$ cat src/rtl/seq_divider.sv
// Iterative radix-2 restoring divider for RV32M DIV/DIVU/REM/REMU.
// One quotient bit per cycle; divide-by-zero and signed overflow finish at once.
module seq_divider #(
  parameter int n = 32
) (
  input  logic         clk,
  input  logic         rst,
  input  logic         start,
  input  logic         flush,
  input  logic [1:0]   op,
  input  logic [n-1:0] A,
  input  logic [n-1:0] B,
  output logic [n-1:0] result,
  output logic         busy,
  output logic         done
);

  localparam int CntW = $clog2(n);
  localparam logic [n-1:0] MinVal = {1'b1, {(n-1){1'b0}}};

  typedef enum logic [1:0] {IDLE, CALC, FINISH} state_t;

  state_t            state_q;
  logic [CntW-1:0]   cnt_q;
  logic [n-1:0]      quo_q, rem_q, div_q, result_q;
  logic              remSel_q, qneg_q, rneg_q, done_q;

  logic [n:0]        shifted, diff;
  logic [n-1:0]      stepQuo_d, stepRem_d, fixQuo_d, fixRem_d, finalRes_d;
  logic [n-1:0]      absA, absB;
  logic              isSigned, divZero, overflow;

  // quo_q doubles as the dividend shift register: its MSB feeds the remainder
  // while fresh quotient bits enter at the LSB.
  always_comb begin
    shifted    = {rem_q, quo_q[n-1]};
    diff       = shifted - {1'b0, div_q};
    stepRem_d  = diff[n] ? shifted[n-1:0] : diff[n-1:0];
    stepQuo_d  = {quo_q[n-2:0], ~diff[n]};
    fixQuo_d   = qneg_q ? -stepQuo_d : stepQuo_d;
    fixRem_d   = rneg_q ? -stepRem_d : stepRem_d;
    finalRes_d = remSel_q ? fixRem_d : fixQuo_d;
    isSigned   = ~op[0];
    absA       = (isSigned && A[n-1]) ? -A : A;
    absB       = (isSigned && B[n-1]) ? -B : B;
    divZero    = (B == '0);
    overflow   = isSigned && (A == MinVal) && (B == '1);
  end

  always_ff @(posedge clk or negedge rst) begin
    if (!rst) begin
      state_q  <= IDLE;
      cnt_q    <= '0;
      quo_q    <= '0;
      rem_q    <= '0;
      div_q    <= '0;
      result_q <= '0;
      remSel_q <= 1'b0;
      qneg_q   <= 1'b0;
      rneg_q   <= 1'b0;
      done_q   <= 1'b0;
    end else begin
      done_q <= 1'b0;
      case (state_q)
        IDLE: begin
          if (start && !flush) begin
            remSel_q <= op[1];
            cnt_q    <= '0;
            if (divZero) begin
              quo_q    <= '1;
              rem_q    <= A;
              qneg_q   <= 1'b0;
              rneg_q   <= 1'b0;
              result_q <= op[1] ? A : '1;
              done_q   <= 1'b1;
              state_q  <= FINISH;
            end else if (overflow) begin
              quo_q    <= A;
              rem_q    <= '0;
              qneg_q   <= 1'b0;
              rneg_q   <= 1'b0;
              result_q <= op[1] ? '0 : A;
              done_q   <= 1'b1;
              state_q  <= FINISH;
            end else begin
              quo_q    <= absA;
              div_q    <= absB;
              rem_q    <= '0;
              qneg_q   <= isSigned & (A[n-1] ^ B[n-1]);
              rneg_q   <= isSigned & A[n-1];
              state_q  <= CALC;
            end
          end
        end
        CALC: begin
          if (flush) begin
            state_q <= IDLE;
          end else begin
            quo_q <= stepQuo_d;
            rem_q <= stepRem_d;
            cnt_q <= cnt_q + 1'b1;
            // The final step's sign-fixed result is loaded while entering
            // FINISH, so done and result become visible together.
            if (cnt_q == CntW'(n-1)) begin
              result_q <= finalRes_d;
              done_q   <= 1'b1;
              state_q  <= FINISH;
            end
          end
        end
        FINISH: begin
          state_q <= IDLE;
        end
        default: state_q <= IDLE;
      endcase
    end
  end

  assign result = result_q;
  assign done   = done_q;
  assign busy   = (state_q != IDLE);

endmodule
$ cat config.mk
export PLATFORM = sky130hd
export DESIGN_NAME = seq_divider
export DESIGN_NICKNAME = d
export VERILOG_FILES = /design/src/rtl/seq_divider.sv
export SDC_FILE = /design/constraint.sdc
export NUM_CORES = 1
export LEC_CHECK = 0
export BUFFER_PORTS_ARGS = -buffer_cell sky130_fd_sc_hd__buf_4
export CAP_MARGIN = 20
export CORE_MARGIN = 2
export CORE_UTILIZATION = 40
export CTS_BUF_LIST = sky130_fd_sc_hd__clkbuf_8 sky130_fd_sc_hd__clkbuf_16
export CTS_CLUSTER_SIZE = 25
export DETAILED_ROUTE_END_ITERATION = 10
export PLACE_DENSITY = 0.54
export SETUP_SLACK_MARGIN = 0.4
export SLEW_MARGIN = 40
export SYNTH_ARGS = -nofsm -noshare
export SYNTH_HDL_FRONTEND = slang
export SYNTH_SLANG_ARGS = --single-unit
$ cat constraint.sdc
create_clock -name clk -period 7.86 [get_ports clk]
set_input_delay 0.786 -clock clk [delete_from_list [all_inputs] [get_ports clk]]
set_output_delay 0.786 -clock clk [all_outputs]
set_load 0.02 [all_outputs]
# Yosys cells after proc, flatten, opt, wreduce, memory -nomap -nowiden
# Cells that the tools add are included.
[classes] n_reduce_logical=15 bitwise=7 eq_ne=9 add_sub_neg=6 n_mux=42
[ops] operator="two-way mux 32 bit" count=20
[ops] operator="one-hot mux 32 bit (2 select lines)" count=3
[ops] operator="negation 32 bit" count=4
[ops] operator="== test 32 bit, second input constant" count=2
[ops] operator="subtractor 33 x 32 -> 33 bit" count=1
[ops] operator="logical NOT 32 bit" count=1
[ops] operator="two-way mux 2 bit" count=5
[ops] operator="two-way mux 5 bit" count=2
[ops] operator="one-hot mux 5 bit (2 select lines)" count=1
[ops] operator="two-way mux 1 bit" count=9
[ops] operator="inequality test 2 bit, second input constant" count=3
[ops] operator="inequality test 3 bit, second input constant" count=2
[ops] operator="adder 5 x 1 -> 5 bit, second input constant" count=1
[ops] operator="== test 5 bit, second input constant" count=1
[ops] operator="logical AND 1 bit" count=5
[ops] operator="AND reduction 5 bit" count=1
[ops] operator="NOT 1 bit" count=4
[ops] operator="one-hot mux 2 bit (2 select lines)" count=1
[ops] operator="AND reduction 2 bit" count=2
[ops] operator="AND reduction 4 bit" count=1
[ops] operator="nonzero test 2 bit" count=2
[ops] operator="AND reduction 3 bit" count=1
[ops] operator="bitwise AND 1 bit" count=2
[ops] operator="== test 2 x 1 -> 1 bit, second input constant" count=1
[ops] operator="other kinds (4)" count=4
[word_totals] out_inout_bits=34 register_bits=139 wordCells=89

# Longest topological paths before layout
# Gate-level depths: netlist (run 1).
[depth] depth_word=8 mapped_depth=23 mapped_depth_nobuf=20

# Worst setup path before layout (run 1)
# Ideal clock, no wire load.
[synth_path] path_type="register -> register" startpoint="register quo_q[31]" endpoint="register result_q[28] (netlist: result[28])" stages_incl_launch_ff=24 path_buffers=4 t_required_ps=7735 t_arrival_ps=4988 setup_slack_ps=2746 path_cell_list="dfrtp_1 > inv_1 > ha_1 > fa_1 > nand2b_1 > a21oi_1 > o2111ai_1 > a31oi_1 > o21a_1 > nor2_2 > inv_1 > buf_2 > buf_1 > buf_1 > nor2_1 > a21oi_1 > ha_1 > clkbuf_1 > inv_1 > o41ai_1 > o21ai_0 > o31ai_1 > xnor2_1 > o21ai_1"
[synth_between] elab_chain_len=8 word_cells_on_any_way=11
[synth_lines] item="from (decl)" line_no="25" source="logic [n-1:0] quo_q, rem_q, div_q, result_q;"
[synth_lines] item="from (signal assigned)" line_no="86" source="quo_q <= absA;"
[synth_lines] item="from (signal assigned)" line_no="99" source="quo_q <= stepQuo_d;"
[synth_lines] item="subtractor 33 x 32 -> 33 bit" line_no="37" source="diff = shifted - {1'b0, div_q};"
[synth_lines] item="two-way mux 32 bit / NOT 1 bit (equally long branches)" line_no="38, 39"
[synth_lines] item="negation 32 bit, on equally long branches" line_no="41, 40"
[synth_lines] item="two-way mux 32 bit, on equally long branches" line_no="41, 40"
[synth_lines] item="two-way mux 32 bit *" line_no="42" source="finalRes_d = remSel_q ? fixRem_d : fixQuo_d;"
[synth_lines] item="two-way mux 32 bit *" line_no="104" source="if (cnt_q == CntW'(n-1)) begin"
[synth_lines] item="two-way mux 32 bit *" line_no="96" source="if (flush) begin"
[synth_lines] item="one-hot mux 32 bit (2 select lines) *" line_no="64" source="case (state_q)"
[synth_lines] item="to (signal assigned)" line_no="74" source="result_q <= op[1] ? A : '1;"
[synth_lines] item="to (signal assigned)" line_no="82" source="result_q <= op[1] ? '0 : A;"
[synth_lines] item="to (signal assigned)" line_no="105" source="result_q <= finalRes_d;"
[synth_lines] item="to (decl)" line_no="25"
# Mark *: on every way between the ends. The rest lies on a longest branch, timed or not. The select of a mux whose other input is x is not followed.
# A chain may end at the register's enable or synchronous reset.

# Worst setup path in the final report (run 1)
# Ends and elaborated chain as after synthesis.

==> flow_summary.json, run 1 <==
{
  "final_nets": 1760,
  "cp.required_ps": 8200,
  "numCtsBuffers": 17,
  "grt_pass1_wl_um": 72900,
  "grt_max_degree": 90,
  "hold_violations": 0,
  "post-route-min-period_ps": 6070,
  "die_w_um": 178,
  "maxCapViolations": 0,
  "p_leak_nw": 5.79,
  "via_per_inst": 6.17,
  "cpLargestDelayFamily": "compound AO/OA/AOI/OAI gates",
  "critical_path_class": "flip-flop to flip-flop",
  "cp-end-kind": "flip-flop",
  "track_usage_pct": 30.6,
  "antenna_cells": 0,
  "row_count": 63,
  "coreArea_sq_mm": 0.0297,
  "areaGrowthSynthToFinish_pct": 14.9,
  "die-area_sq_mm": 0.0317,
  "ys_top_cells_by_area": "dfrtp_1 (29%), o21ai_0 (7.4%), nand2_1 (5.6%), nor2_1 (4.9%), a21oi_1 (4.8%)",
  "min_period_over_period_pct": 77.2,
  "ys_seq_area_share_pct": 28.7,
  "cts_tree": "done",
  "synth-compound-area-share_pct": 27.7,
  "status": "finished, final reports clean",
  "ys_warn_count": 0,
  "syn_area_sq_mm": 0.0121,
  "holdBufCountCts": 0,
  "cts_buffer_depth": 2,
  "synth_adder_area_share_pct": 4.19,
  "wl_met2_um": 20500,
  "crit_slowest_cell": "ha_1",
  "utilization_pct": 46.9,
  "rsz0062_at_grt": "false",
  "insertion_delay_ps": 460,
  "final_cell_mix": "nand2_1 (180), o21ai_0 (180), nor2_1 (155), dfrtp_1 (138), buf_4 (125)",
  "pin_count": 104,
  "drive_gt1_share_pct": 13.0,
  "setup_violations": 0,
  "max_freq_mhz": 165,
  "cts_resized": 0,
  "worst_r2r_endpoint": "result[28]$_DFFE_PN0P_",
  "vias": 12700,
  "h-tree-depth": 4,
  "met1Wirelength_um": 22200,
  "ant_nets": 0,
  "n_fill_cell": 3010,
  "stdcell_area_sq_mm": 0.0139,
  "io_buffers": 103,
  "async_reset_ff_share_pct": 100,
  "slowest_delay_ps": 550,
  "synth-simple-area-share_pct": 23.0,
  "numClockSinks": 139,
  "cts_setup_buffers": 0,
  "first_global_vias": 12000,
  "power.total_w": 0.00479,
  "drt-total-wl_um": 47300,
  "highest_layer": "met4",
  "cp.arrival_ps": 6410,
  "drc": 0,
  "antenna_found_initial": 0,
  "synth-edff-count": 0,
  "whs_ps": 359,
  "worstReg2RegStart": "quo_q[31]$_DFFE_PN0P_",
  "crit_buf_inv": 5,
  "drv_slew": 0,
  "r2r_slack_ps": 1790,
  "syn_inst": 1601,
  "ctsRootBufferMaster": "clkbuf_16",
  "drtPass1Iterations": 5,
  "synth_top_family_by_area": "compound AO/OA/AOI/OAI gates",
  "cellPowerDensity_mw_per_mm2": 344,
  "yosysTopAreaCell": "dfrtp_1",
  "synth_area_per_cell_sq_um": 7.58,
  "synth_top_area_share_pct": 28.7,
  "setup-tns-final_ps": 0,
  "placed_cell_area_sq_mm": 0.0133,
  "yosys.area_share.xor_xnor_pct": 9.24,
  "crit_chain": "inv_1 -> ha_1 -> fa_1 -> nand2b_1 -> a21oi_1 -> o2111ai_1 -> a31oi_1 -> o21a_1 -> nor2_4 -> buf_4 -> inv_1 -> buf_4 -> nor2_1 -> a21oi_1 -> ha_1 -> inv_1 -> o41ai_1 -> o21ai_0 -> o31ai_1 -> xnor2_1 -> o21ai_1",
  "min_path_type": "input port to asynchronous set/reset pin",
  "wl_per_cell_um": 23.1,
  "cp_common_cell": "inv_1",
  "wl_met3_um": 3210,
  "ys_ff_latch": 139,
  "drt_iter0_drc": 1241,
  "syn_nets": 1711,
  "slew_headroom_pct": 48.4,
  "ys.flop_type": "dfrtp_1",
  "netlist-cell-type-count": 82,
  "gp_congestion": 0.928,
  "clk_pin_slew_ps": 80,
  "worst_slew_pin_slew_ps": 774,
  "gr-total-overflow": 0,
  "synth_mux_area_share_pct": 2.53,
  "start_util_pct": 40.8,
  "start_kind": "flip-flop",
  "reg2reg_depth": 21,
  "worst_clock_skew_ps": 23.4,
  "die_h_um": 178,
  "place_hpwl_um": 35600,
  "peakVddDrop_mv": 0.194,
  "critPathMaxFanout": 42
}
stage by stage:
step,setup slack [ps],instances
finish,1790,2053
global route,1230,2053
CTS,1880,2053
detailed placement,1940,2021
global placement,2170,2020
floorplan,2750,1601
kinds of logic (layout without fill, tap and decap cells):
| family | after synthesis | count (layout) |
|---|---|---|
| buffers and inverters | 151 | 213 |
| DFF | 139 | 139 |
| AOI/OAI and AO/OA | 528 | 528 |
| muxes | 30 | 30 |
| and+or+nand+nor | 585 | 585 |
| xor gates and xnor gates | 128 | 128 |
| adders and majority gates | 40 | 40 |
routing by layer:
metal | vias up | GRT usage (%)
met5 | - | 0
met4 | 0 | 10.4
met3 | 77 | 4.82
met2 | 556 | 45.6
met1 | 6098 | 44.6
li1 | 5930 | -
registers in the layout, indices dropped and copies added (netlist names):
name,cells
cnt_q,5
div_q,32
done,1
qneg_q,1
quo_q,32
remSel_q,1
rem_q,32
result,32
rneg_q,1
state_q,2
worst max path at each step:
stage                           from                      to  slack (ps)  cells past startpoint
2_1_floorplan  quo_q[31]$_DFFE_PN0P_  result[28]$_DFFE_PN0P_        2750                     23
3_3_place_gp   quo_q[31]$_DFFE_PN0P_  result[28]$_DFFE_PN0P_        2170                     21
3_5_place_dp   quo_q[31]$_DFFE_PN0P_  result[28]$_DFFE_PN0P_        1940                     21
4_1_cts        quo_q[31]$_DFFE_PN0P_  result[28]$_DFFE_PN0P_        1880                     21
5_1_grt        quo_q[31]$_DFFE_PN0P_  result[28]$_DFFE_PN0P_        1230                     21
6_report       quo_q[31]$_DFFE_PN0P_  result[28]$_DFFE_PN0P_        1790                     21
layout make-up:
class	count	area, sq um	area share, %
repair buffers	128	992	7.12
multi-input cells	1311	8160	58.5
well taps	390	488	3.50
clock buffers	18	439	3.15
clock inverters	14	179	1.28
flip-flops and latches	139	3480	25.0
inverters	53	199	1.43
Yosys cell counts, types with 16 or more instances:
cell type,count
a31oi_1,44
inv_1,53
nand3_1,51
nand4_1,26
and2_1,17
o211ai_1,16
clkbuf_1,82
nor3_1,43
a21oi_1,116
dfrtp_1,139
nand2b_1,19
nand2_1,180
nor2_1,158
xnor2_1,64
or3_1,16
ha_1,39
o21ai_0,180
nor4_1,18
o31ai_1,29
mux2i_1,25
xor2_1,64
worst reg2reg max path, stage by stage, from the launching register on:
cell and delay, ps:
dfrtp_1 400, inv_1 80, ha_1 230, fa_1 400, nand2b_1 190, a21oi_1 440
o2111ai_1 280, a31oi_1 270, o21a_1 390, nor2_4 60, buf_4 310, inv_1 140
buf_4 300, nor2_1 80, a21oi_1 240, ha_1 550, inv_1 190, o41ai_1 530
o21ai_0 280, o31ai_1 330, xnor2_1 150, o21ai_1 80
power by group:
part | leakage (nW) | internal (W) | switching (W)
sequential | 1.78 | 0.000863 | 0.000214
combinational | 3.70 | 0.000989 | 0.00184
clock | 0.300 | 0.000514 | 0.000374
total | 5.79 | 0.00237 | 0.00243
Power figures use the tool's default switching activity.
==> run 2, diff against run 1 <==
clock period = 6 ns   (was 7.86 ns; I/O delays follow)
==> run 2 against run 1 <==
Critical path depth is 1 higher. Sequential share of layout area is 0.085 points higher. Register-to-register slack worse by 1000 ps. Critical path type unchanged. Largest power group unchanged. Highest routed layer unchanged.
==> flow_summary.json, run 2 (same netlist as run 1, synthesis figures left out) <==
{
  "status": "finished, final reports clean",
  "final_nets": 1760,
  "crit_chain": "inv_1 -> ha_1 -> fa_1 -> nand2b_1 -> a21oi_1 -> buf_4 -> o2111ai_1 -> a31oi_1 -> o21a_1 -> buf_4 -> nor2_4 -> inv_1 -> buf_4 -> ha_1 -> nor2b_1 -> nand3_1 -> or3_1 -> o21ai_0 -> xnor2_1 -> o221a_2 -> a21oi_1 -> nor2_1",
  "numCtsBuffers": 17,
  "cp-end-kind": "flip-flop",
  "placedCellCount": 2021,
  "drc": 0,
  "die-area_sq_mm": 0.0317,
  "drt_iter0_drc": 1412,
  "crit_buf_inv": 5,
  "cp.arrival_ps": 5590,
  "worst_clock_skew_ps": 19.7,
  "grt_max_degree": 84,
  "cellPowerDensity_mw_per_mm2": 450,
  "wl_met3_um": 3330,
  "gp_congestion": 0.898,
  "cpLargestDelayFamily": "simple AND/OR/NAND/NOR gates",
  "setup-tns-final_ps": 0,
  "via_per_inst": 6.19,
  "final_cells": 2053,
  "place_hpwl_um": 35300,
  "highest_layer": "met4",
  "met1Wirelength_um": 21900,
  "die_h_um": 178,
  "insertion_delay_ps": 480,
  "vias": 12700,
  "setup_violations": 0,
  "clk_pin_slew_ps": 70,
  "drv_slew": 0,
  "cp.required_ps": 6350,
  "cts_buffer_depth": 2,
  "gr-total-overflow": 0,
  "row_count": 63,
  "coreArea_sq_mm": 0.0297,
  "antenna_cells": 0,
  "drt-total-wl_um": 47100,
  "pin_count": 104,
  "holdBufCountCts": 0,
  "slowest_delay_ps": 590,
  "min_path_type": "input port to asynchronous set/reset pin",
  "antenna_found_initial": 0,
  "min_period_over_period_pct": 87.3,
  "post-route-min-period_ps": 5240,
  "io_buffers": 103,
  "grt_pass1_wl_um": 72000,
  "cts_resized": 0,
  "start_util_pct": 40.8,
  "start_kind": "flip-flop",
  "wl_met2_um": 20800,
  "ctsRootBufferMaster": "clkbuf_16",
  "die_w_um": 178,
  "cts_tree": "done",
  "p_leak_nw": 5.76,
  "wl_per_cell_um": 23.0,
  "max_freq_mhz": 191,
  "h-tree-depth": 4,
  "critical_path_class": "flip-flop to flip-flop",
  "slew_headroom_pct": 36.4,
  "cts_setup_buffers": 0,
  "drive_gt1_share_pct": 12.9,
  "numClockSinks": 139,
  "cp_common_cell": "buf_4",
  "hold_violations": 0,
  "final_cell_mix": "nand2_1 (180), o21ai_0 (180), nor2_1 (156), dfrtp_1 (137), buf_4 (125)",
  "crit_slowest_cell": "or3_1",
  "areaGrowthSynthToFinish_pct": 14.5,
  "worst_slew_pin_slew_ps": 946,
  "maxCapViolations": 0,
  "critPathMaxFanout": 12,
  "drtPass1Iterations": 6,
  "peakVddDrop_mv": 0.255,
  "rsz0062_at_grt": "false",
  "first_global_vias": 11800,
  "ant_nets": 0,
  "track_usage_pct": 30.2
}
[run 2: per-layer routing]
layer	up-vias	global-route usage [%]
li1	5957	-
met1	6163	44.0
met2	523	45.8
met3	64	4.77
met4	0	8.61
met5	-	0
[run 2: cell type report]
| type | count | area, sq um |
|---|---|---|
| Clock buffer | 17 | 425 |
| Clock inverter | 15 | 175 |
| Fill cell | 3022 | 15800 |
| Inverter | 53 | 199 |
| Multi-Input combinational cell | 1311 | 8150 |
| Sequential cell | 139 | 3480 |
| Tap cell | 390 | 488 |
| Timing Repair Buffer | 128 | 976 |
[run 2: where the power goes]
group          internal, W  leakage, nW  switching (W)
registers          0.00113         1.78       0.000287
clock network     0.000627        0.286       0.000513
logic              0.00130         3.69        0.00239
[run 2: path summary, 6_finish.rpt]
| path | startpoint | to | slack, ps | depth (start not counted) |
|---|---|---|---|---|
| worst max register to register | quo_q[31]$_DFFE_PN0P_ | result[24]$_DFFE_PN0P_ | 760 | 22 |
| max in group asynchronous | rst | quo_q[16]$_DFFE_PN0P_ | 4860 | 2 |
| worst max-delay path | quo_q[31]$_DFFE_PN0P_ | result[24]$_DFFE_PN0P_ | 760 | 22 |
| min in group clk | op[1] | remSel_q$_DFFE_PN0P_ | 360 | 3 |
| worst min-delay path | rst | div_q[22]$_DFFE_PN0P_ | 110 | 1 |
| worst min register to register | cnt_q[4]$_DFFE_PN0P_ | cnt_q[4]$_DFFE_PN0P_ | 490 | 2 |
[run 2: stage by stage]
step,hold slack [ps],setup slack [ps],cell area (sq um),utilization [%],power (W)
after global routing,195,468,13900,46.7,0.00667
after floorplan,304,886,12100,-,0.00393
after CTS,167,834,13900,46.7,0.00619
final,111,759,13900,46.7,0.00625
after global placement,461,933,13200,44.6,0.00504
after detailed placement,474,863,13300,44.7,0.00503
==> run 3, diff against run 2 <==
==> constraint.sdc (replaced) <==
create_clock -name clk -period 6 [get_ports clk]
set_input_delay 1.2 -clock clk [delete_from_list [all_inputs] [get_ports clk]]
set_output_delay 1.2 -clock clk [all_outputs]
set_load 0.02 [all_outputs]
==> run 3 against run 2 <==
Highest routed layer unchanged. Utilization hardly changed. Via count shrank 0.53%. Largest power group unchanged. Fmax rose by 3.3%. Combinational power about the same. Worst setup slack improved by 170 ps. Cell area hardly changed. Largest cell class unchanged. Routed wire length down 0.93%. Clock skew down 6.7 ps. Critical path depth down 2. Clock power shrank 4%. Critical path type unchanged. Global-route usage shrank 0.19 points. Register-to-register slack better by 170 ps.
==> flow_summary.json, run 3 (same netlist as run 1, synthesis figures left out) <==
{
  "grt_pass1_wl_um": 71500,
  "drv_slew": 0,
  "crit_chain": "inv_1 -> ha_1 -> fa_1 -> nand2b_1 -> a21oi_1 -> buf_4 -> o2111ai_1 -> a31oi_1 -> o21a_1 -> nor2_4 -> inv_1 -> ha_1 -> nor2b_1 -> nand3_1 -> or3_1 -> o21ai_0 -> xnor2_1 -> o221a_2 -> a21oi_1 -> nor2_1",
  "cp.arrival_ps": 5400,
  "drc": 0,
  "drtPass1Iterations": 5,
  "critical_path_class": "flip-flop to flip-flop",
  "ctsRootBufferMaster": "clkbuf_16",
  "multi_input_area_sq_mm": 0.00816,
  "final_nets": 1759,
  "die_w_um": 178,
  "setup_violations": 0,
  "numClockSinks": 139,
  "rsz0062_at_grt": "false",
  "status": "finished, final reports clean",
  "die-area_sq_mm": 0.0317,
  "setup-tns-final_ps": 0,
  "io_buffers": 103,
  "cp-end-kind": "flip-flop",
  "pin_count": 104,
  "cellPowerDensity_mw_per_mm2": 447,
  "crit_slowest_cell": "or3_1",
  "gp_congestion": 0.913,
  "critPathMaxFanout": 12,
  "via_per_inst": 6.17,
  "holdBufCountCts": 0,
  "first_global_vias": 11900,
  "maxCapViolations": 0,
  "antenna_cells": 0,
  "track_usage_pct": 30.0,
  "drt_iter0_drc": 1262,
  "drt-total-wl_um": 46700,
  "crit_buf_inv": 3,
  "cpLargestDelayFamily": "compound AO/OA/AOI/OAI gates",
  "max_freq_mhz": 197,
  "utilization_pct": 46.7,
  "post-route-min-period_ps": 5070,
  "wl_met2_um": 19800,
  "start_util_pct": 40.8,
  "min_path_type": "flip-flop to flip-flop",
  "peakVddDrop_mv": 0.247,
  "worst_slew_pin_slew_ps": 800,
  "hold_violations": 0,
  "grt_max_degree": 92,
  "ant_nets": 0,
  "met1Wirelength_um": 21900,
  "row_count": 63,
  "areaGrowthSynthToFinish_pct": 14.4,
  "worst_clock_skew_ps": 12.9,
  "place_hpwl_um": 35100,
  "p_leak_nw": 5.76,
  "numCtsBuffers": 17,
  "wl_per_cell_um": 22.8,
  "final_cell_mix": "nand2_1 (180), o21ai_0 (180), nor2_1 (155), dfrtp_1 (136), buf_4 (125)",
  "cts_buffer_depth": 2,
  "cp.required_ps": 6330,
  "min_period_over_period_pct": 84.5,
  "die_h_um": 178,
  "vias": 12600,
  "regArea_sq_mm": 0.00348,
  "drive_gt1_share_pct": 12.7,
  "antenna_found_initial": 0,
  "start_kind": "flip-flop",
  "clk_pin_slew_ps": 70,
  "h-tree-depth": 4,
  "whs_ps": 477,
  "slowest_delay_ps": 580,
  "insertion_delay_ps": 450,
  "n_fill_cell": 3023,
  "highest_layer": "met4",
  "cts_tree": "done",
  "wl_met3_um": 3090,
  "gr-total-overflow": 0,
  "coreArea_sq_mm": 0.0297,
  "r2r_slack_ps": 930,
  "slew_headroom_pct": 46.5
}
==> run 3: path summary, 6_finish.rpt <==
path	startpoint	to	depth (start not counted)
max in group asynchronous	rst	remSel_q$_DFFE_PN0P_	2
worst max register to register	quo_q[31]$_DFFE_PN0P_	result[24]$_DFFE_PN0P_	20
worst max-delay path	quo_q[31]$_DFFE_PN0P_	result[24]$_DFFE_PN0P_	20
worst min-delay path	cnt_q[4]$_DFFE_PN0P_	cnt_q[4]$_DFFE_PN0P_	2
worst min register to register	cnt_q[4]$_DFFE_PN0P_	cnt_q[4]$_DFFE_PN0P_	2
min in group asynchronous	rst	div_q[24]$_DFFE_PN0P_	1
==> run 3: worst min-delay path: cells and delay by family (launching register included) <==
family	cells	cell delay, ps
DFF	1	350
and+or+nand+nor	2	100
==> run 3: timing repair <==
action                     CTS  global route
gates resized for setup      0             1
setup endpoints to repair    0             1
buffers inserted             0             0
==> run 3: area by class of cell <==
type                            count  share of cell area [%]
Timing Repair Buffer              127                    6.95
Clock buffer                       19                    3.26
Multi-Input combinational cell   1311                    58.8
Tap cell                          390                    3.52
Inverter                           53                    1.43
Sequential cell                   139                    25.1
Clock inverter                     10                   0.938
==> run 3: layer usage <==
metal / GRT usage [%] / vias to the layer above
met1: 43.6 / 6120
met3: 4.20 / 78
met5: 0 / -
li1: - / 5948
met4: 13.4 / 0
met2: 43.8 / 494
==> run 3: report_power, final <==
part	switching, W	total, W	internal [W]
combinational	0.00237	0.00367	0.00130
sequential	0.000303	0.00143	0.00113
clock	0.000440	0.00110	0.000664
==> run 3: metrics by stage <==
| step | setup WS (ps) | cell area (sq um) | total power (W) | std cells |
|---|---|---|---|---|
| 3_3_place_gp | 919 | 13200 | 0.00502 | 2020 |
| 3_5_place_dp | 874 | 13300 | 0.00503 | 2020 |
| 5_1_grt | 564 | 13900 | 0.00664 | 2049 |
| 4_1_cts | 918 | 13900 | 0.00615 | 2049 |
| 2_1_floorplan | 886 | 12100 | 0.00393 | 1601 |
| 6_report | 928 | 13900 | 0.00620 | 2049 |
